File: src/rtl/booth_r4_mul.sv
// Iterative radix-4 modified-Booth multiplier: one Booth digit per cycle and a full 2*WID-bit product.
// Each transaction is signed or unsigned. It uses a vld_i/ready_o accept handshake with a one-cycle vld_o result pulse.
module booth_r4_mul #(
  parameter int WID = 64
) (
  input  logic             clk,
  input  logic             rstn,
  input  logic             vld_i,
  input  logic             sgn_i,
  input  logic [WID-1:0]   op1_i,
  input  logic [WID-1:0]   op2_i,
  output logic [2*WID-1:0] prd_o,
  output logic             vld_o,
  output logic             ready_o
);

  localparam int ITER = WID / 2 + 1;
  localparam int XW   = WID + 2;      // extended multiplicand
  localparam int YW   = WID + 3;      // extended multiplier plus Booth guard zero
  localparam int PW   = WID + 4;      // partial product incl. 2X guard and sign headroom
  localparam int AW   = 2 * WID + 4;  // accumulator
  localparam int CW   = $clog2(ITER + 1);

  localparam logic [1:0] S_IDLE = 2'd0;
  localparam logic [1:0] S_LOAD = 2'd1;
  localparam logic [1:0] S_MUL  = 2'd2;
  localparam logic [1:0] S_DONE = 2'd3;

  localparam logic [PW-1:0] PP_ONE   = PW'(1);
  localparam logic [CW-1:0] CNT_ONE  = CW'(1);
  localparam logic [CW-1:0] CNT_LAST = CW'(ITER - 1);

  logic [1:0]       state_q, state_d;
  logic [WID-1:0]   op1_q, op1_d;
  logic [WID-1:0]   op2_q, op2_d;
  logic             sgn_q, sgn_d;
  logic [XW-1:0]    x_q, x_d;
  logic [YW-1:0]    y_q, y_d;
  logic [AW-1:0]    acc_q, acc_d;
  logic [CW-1:0]    cnt_q, cnt_d;
  logic [2*WID-1:0] prd_q, prd_d;
  logic             rdy_q, rdy_d;

  logic             accept;
  logic             ext1, ext2;
  logic [PW-1:0]    x_ext, x2_ext, pp;
  logic [AW-1:0]    acc_sh, acc_next;

  assign accept = vld_i & rdy_q;
  assign ext1   = sgn_q & op1_q[WID-1];
  assign ext2   = sgn_q & op2_q[WID-1];

  // Booth digit selection from the low triplet of the shifting multiplier.
  assign x_ext  = {{2{x_q[XW-1]}}, x_q};
  assign x2_ext = x_ext << 1;

  always_comb begin
    pp = '0;
    case (y_q[2:0])
      3'b001, 3'b010: pp = x_ext;
      3'b011:         pp = x2_ext;
      3'b100:         pp = ~x2_ext + PP_ONE;
      3'b101, 3'b110: pp = ~x_ext + PP_ONE;
      default:        pp = '0;
    endcase
  end

  // Shift first, then add at the top, so digit i lands at weight 4^i after the last step.
  assign acc_sh   = {{2{acc_q[AW-1]}}, acc_q[AW-1:2]};
  assign acc_next = {acc_sh[AW-1:WID] + pp, acc_sh[WID-1:0]};

  always_comb begin
    // NOTE: every next-state signal gets a default here so no path leaves it unassigned (no latches).
    state_d = state_q;
    op1_d   = op1_q;
    op2_d   = op2_q;
    sgn_d   = sgn_q;
    x_d     = x_q;
    y_d     = y_q;
    acc_d   = acc_q;
    cnt_d   = cnt_q;
    prd_d   = prd_q;
    rdy_d   = rdy_q;
    case (state_q)
      S_IDLE, S_DONE: begin
        if (accept) begin
          state_d = S_LOAD;
          op1_d   = op1_i;
          op2_d   = op2_i;
          sgn_d   = sgn_i;
          rdy_d   = 1'b0;
        end else begin
          state_d = S_IDLE;
          rdy_d   = 1'b1;
        end
      end
      S_LOAD: begin
        x_d     = {ext1, ext1, op1_q};
        y_d     = {ext2, ext2, op2_q, 1'b0};
        acc_d   = '0;
        cnt_d   = '0;
        state_d = S_MUL;
      end
      S_MUL: begin
        acc_d = acc_next;
        y_d   = y_q >> 2;
        cnt_d = cnt_q + CNT_ONE;
        if (cnt_q == CNT_LAST) begin
          state_d = S_DONE;
          prd_d   = acc_next[2*WID-1:0];
          rdy_d   = 1'b1;
        end
      end
      default: state_d = S_IDLE;
    endcase
  end

  // NOTE: synchronous reset clears every register, and all state updates use non-blocking assignments.
  always_ff @(posedge clk) begin
    if (!rstn) begin
      state_q <= S_IDLE;
      op1_q   <= '0;
      op2_q   <= '0;
      sgn_q   <= 1'b0;
      x_q     <= '0;
      y_q     <= '0;
      acc_q   <= '0;
      cnt_q   <= '0;
      prd_q   <= '0;
      rdy_q   <= 1'b0;
    end else begin
      state_q <= state_d;
      op1_q   <= op1_d;
      op2_q   <= op2_d;
      sgn_q   <= sgn_d;
      x_q     <= x_d;
      y_q     <= y_d;
      acc_q   <= acc_d;
      cnt_q   <= cnt_d;
      prd_q   <= prd_d;
      rdy_q   <= rdy_d;
    end
  end

  assign prd_o   = prd_q;
  assign vld_o   = (state_q == S_DONE);
  assign ready_o = rdy_q;

endmodule

File: config.mk
export PLATFORM = sky130hd
export DESIGN_NAME = booth_r4_mul
export DESIGN_NICKNAME = d
export VERILOG_FILES = /design/src/rtl/booth_r4_mul.sv
export SDC_FILE = /design/constraint.sdc
export NUM_CORES = 1
export LEC_CHECK = 0
export CAP_MARGIN = 20
export CORE_ASPECT_RATIO = 1.2
export CORE_UTILIZATION = 60
export DETAILED_ROUTE_END_ITERATION = 16
export PLACE_DENSITY = 0.83
export SYNTH_ARGS = -nofsm -noshare
export SYNTH_HDL_FRONTEND = slang
export SYNTH_SLANG_ARGS = --single-unit
File: constraint.sdc
create_clock -name clk -period 18.5 [get_ports clk]
set_clock_uncertainty 0.05 [all_clocks]
set_input_delay 3.7 -clock clk [delete_from_list [all_inputs] [get_ports clk]]
set_output_delay 3.7 -clock clk [all_outputs]
set_load 0.03 [all_outputs]
==> results.md <==
- Area of the multi-input gates: 14800 sq um
- VDD IR max: 0.000122 V
- Sequential cell area: 10600 sq um
- Placed Cells: 4067
- Die Wd: 194 um
- Max_cap viols: 0
- Total global-route track usage: 32.4%
- Leakage: 11.4 nW
- PD cells: 117 nW/um^2
- Core Box Area: 43200 sq um
- CP Class: flip-flop to flip-flop
- Final wirelength: 74.8 mm
- Ys Warns: 0
- Maximum clock rate: 0.149 GHz
- Slew Viols, Final: 0
- Slew @ Worst Pin: 1110 ps
- Period utilization: 36.3%
- Final Hold Fails: 0
- # diodes: 0
- Hold-fix buffers, CTS: 0
- Initial DRC Count: 1914
- Cells after Synth: 3494
- Sequential share of the synthesized area: 39.8%
- Die area: 45000 sq um
- DRC: 0
- Syn Nets: 3700
- EDFF count, synth: 0
- Largest net degree at the start of global routing: 175
- Worst EP required: 18950 ps
- Layout cells sized above 1: 4.32%
- Area delta synth->final: 16.4%
- Worst slack, placed: 11260 ps
- Final worst setup slack: 11780 ps
- Worst reg-to-reg setup slack: 11780 ps
- Die Span Y: 232 um
- Core Rows: 83
- Cell area after synthesis: 26500 sq um
- Vias in the first global route: 23434
- Synth Register Bits: 527
- Critical path peak fanout: 71
- Post-CTS resize count: 0
- Starting density of the core: 61.3%
- CTS Buf Count: 51
- Layout Nets: 3776
- Port Buffers: 261
- Hold slack: 402 ps
- Drt first pass iters: 6
- Wire per inst: 18.0 um
- Clk slew on worst S/H paths: 60 ps
- Setup TNS: 0 ps
- Ys async rst share: 0%
- Vias: 24766
- H-tree lvl count: 2
- Status: finished, final reports clean
- DP Wirelength: 50.3 mm
- Final non-filler cell total: 4162
- CTS tree: done
- Antenna Nets Post-Route: 0
- # setup viols final: 0
- Post-Syn Area per Cell: 7.58 sq um
- Fin crit period: 6720 ps
- Critical Path AT: 7170 ps
- Tightest Hold Check Type: flip-flop to flip-flop
- GRT overflow: 0
- Vias per cell: 5.95
- Post-CTS Setup Bufs: 0
- Initial antenna violation count: 4
- Fillers: 3421
- CTS sink count: 527
- First-pass GRT wire length: 120 mm
- Io pins: 262
- Longest Clk Path Bufs: 3
- Slew margin rel.: 25.7%
- Crit. End Element: flip-flop
- Placer Congestion: 0.967
- Setup crit start kind: flip-flop
- CTS root buf: clkbuf_16
- Post-synth top flop: dfxtp_1
- Unrepaired setup endpoints after global routing: false
- Final core occ: 71.4%
- Clock latency on the worst-skew pair: 610 ps
- Number of distinct library cells after synthesis: 70
[where the power goes]
part	internal (mW)	leakage [nW]	switching, mW	total, mW
clock network	0.608	0.850	0.467	1.08
logic	0.388	6.32	0.879	1.27
registers	1.20	4.26	0.0489	1.25
[logic make-up after synthesis]
group | after synthesis | synth area share, %
simple gates | 1403 | 22.2
compound gates | 904 | 20.0
flops | 527 | 39.8
buf+inv | 304 | 4.35
mux | 153 | 5.81
xor+xnor | 129 | 4.27
fa+ha+maj | 74 | 3.52
[worst max-delay path: stages, from the launching register on]
cell and delay [ps]:
dfxtp_2 320, buf_4 620, inv_1 540, nand2_1 530
buf_4 410, o21ai_0 160, a22oi_1 200, o21ai_0 210
ha_1 480, nand4_1 210, nor2_1 250, o2111ai_1 220
a311oi_1 750, o2111ai_1 220, a21oi_1 400, o31ai_1 260
a211o_1 330, a21o_1 180, a32o_1 240
[final timing paths]
check | cells past startpoint | start | end
setup reg to reg | 18 | y_q[2]$_SDFFE_PN0P_ | acc_q[129]$_SDFFE_PN0P_
setup / recovery | 18 | y_q[2]$_SDFFE_PN0P_ | acc_q[129]$_SDFFE_PN0P_
hold / removal | 2 | prd_o[120]$_SDFFE_PN0P_ | prd_o[120]$_SDFFE_PN0P_
hold reg to reg | 2 | prd_o[120]$_SDFFE_PN0P_ | prd_o[120]$_SDFFE_PN0P_
[state kept, by name, indices dropped and copies added (netlist names)]
signal   cells
acc_q      130
x_q         65
state_q      2
op1_q       64
ready_o      1
y_q         66
op2_q       64
cnt_q        6
prd_o      128
sgn_q        1
[cell usage in the layout (no fill, tap or decap), drive strengths merged, types with 7 or more instances in the layout]
cell / instances
a22oi: 95
xor2: 55
a31oi: 19
nand4: 20
a21o: 47
nand2: 657
or3: 34
o211ai: 11
or2: 13
nor4: 7
a21oi: 439
a221oi: 9
clkinv: 16
ha: 73
a211oi: 13
mux2i: 147
nor3: 42
xnor2: 74
buf: 28
clkdlybuf4s50: 261
o31ai: 10
nor2: 492
dfxtp: 527
nand3: 48
and3: 14
nand2b: 16
clkbuf: 65
nor2b: 13
o21a: 17
or4: 12
o21bai: 19
o21ai: 179
inv: 42
and2: 18
[layer usage]
layer,vias to the layer above,GRT usage (%),routed length [um]
met4,8,12.8,2740
met1,11664,39.6,31300
met5,-,0,51
met3,178,5.87,4770
met2,806,56.3,35900
li1,12110,-,-
[Yosys cell counts, types with 3 or more instances]
master	number	share of area (%)
nor3b_1	5	0.14
o21bai_1	19	0.54
or4_1	9	0.26
mux2_2	6	0.26
nand2_1	656	9.3
inv_1	37	0.52
xor2_1	55	1.8
o21a_1	17	0.48
nor2b_1	13	0.31
mux2i_1	147	5.6
a221oi_1	9	0.30
nand4_1	20	0.47
o221ai_1	4	0.13
a21oi_1	439	8.3
or2_2	13	0.31
or3_1	31	0.73
clkbuf_1	241	3.4
nor4_1	7	0.17
xnor2_1	74	2.4
nor2_1	492	7.0
o31ai_1	10	0.28
o211ai_1	11	0.31
a221o_1	4	0.15
a2111oi_0	3	0.099
buf_1	22	0.31
or4_4	3	0.13
a211oi_1	13	0.37
nor3_1	40	0.76
or3_4	3	0.13
a21o_1	47	1.3
a21boi_0	3	0.085
ha_1	73	3.4
a22o_1	6	0.20
dfxtp_1	527	40
a22oi_1	95	2.7
and2_1	16	0.38
nand3_1	48	0.91
nand2b_1	16	0.38
nor4b_1	6	0.20
o31a_1	4	0.13
o21ai_0	178	3.4
a31oi_1	19	0.45
and3_1	14	0.33
[cell type report]
| cell class | instances | share of cell area [%] |
|---|---|---|
| multi-input combinational | 2663 | 48.1 |
| sequential | 527 | 34.2 |
| timing repair buffer | 289 | 9.29 |
| clock buffer | 65 | 4.51 |
| tap | 552 | 2.24 |
| clock inverter | 28 | 1.12 |
| inverter | 38 | 0.487 |
[stage by stage]
stage               cell area [sq um]  total power, mW
floorplan                       26500             2.20
detailed placement              29000             2.51
CTS                             30800             3.57
finish                          30800             3.59
global route                    30800             3.76
global placement                29000             2.48
Note: power is estimated with default switching activity, not from simulation.
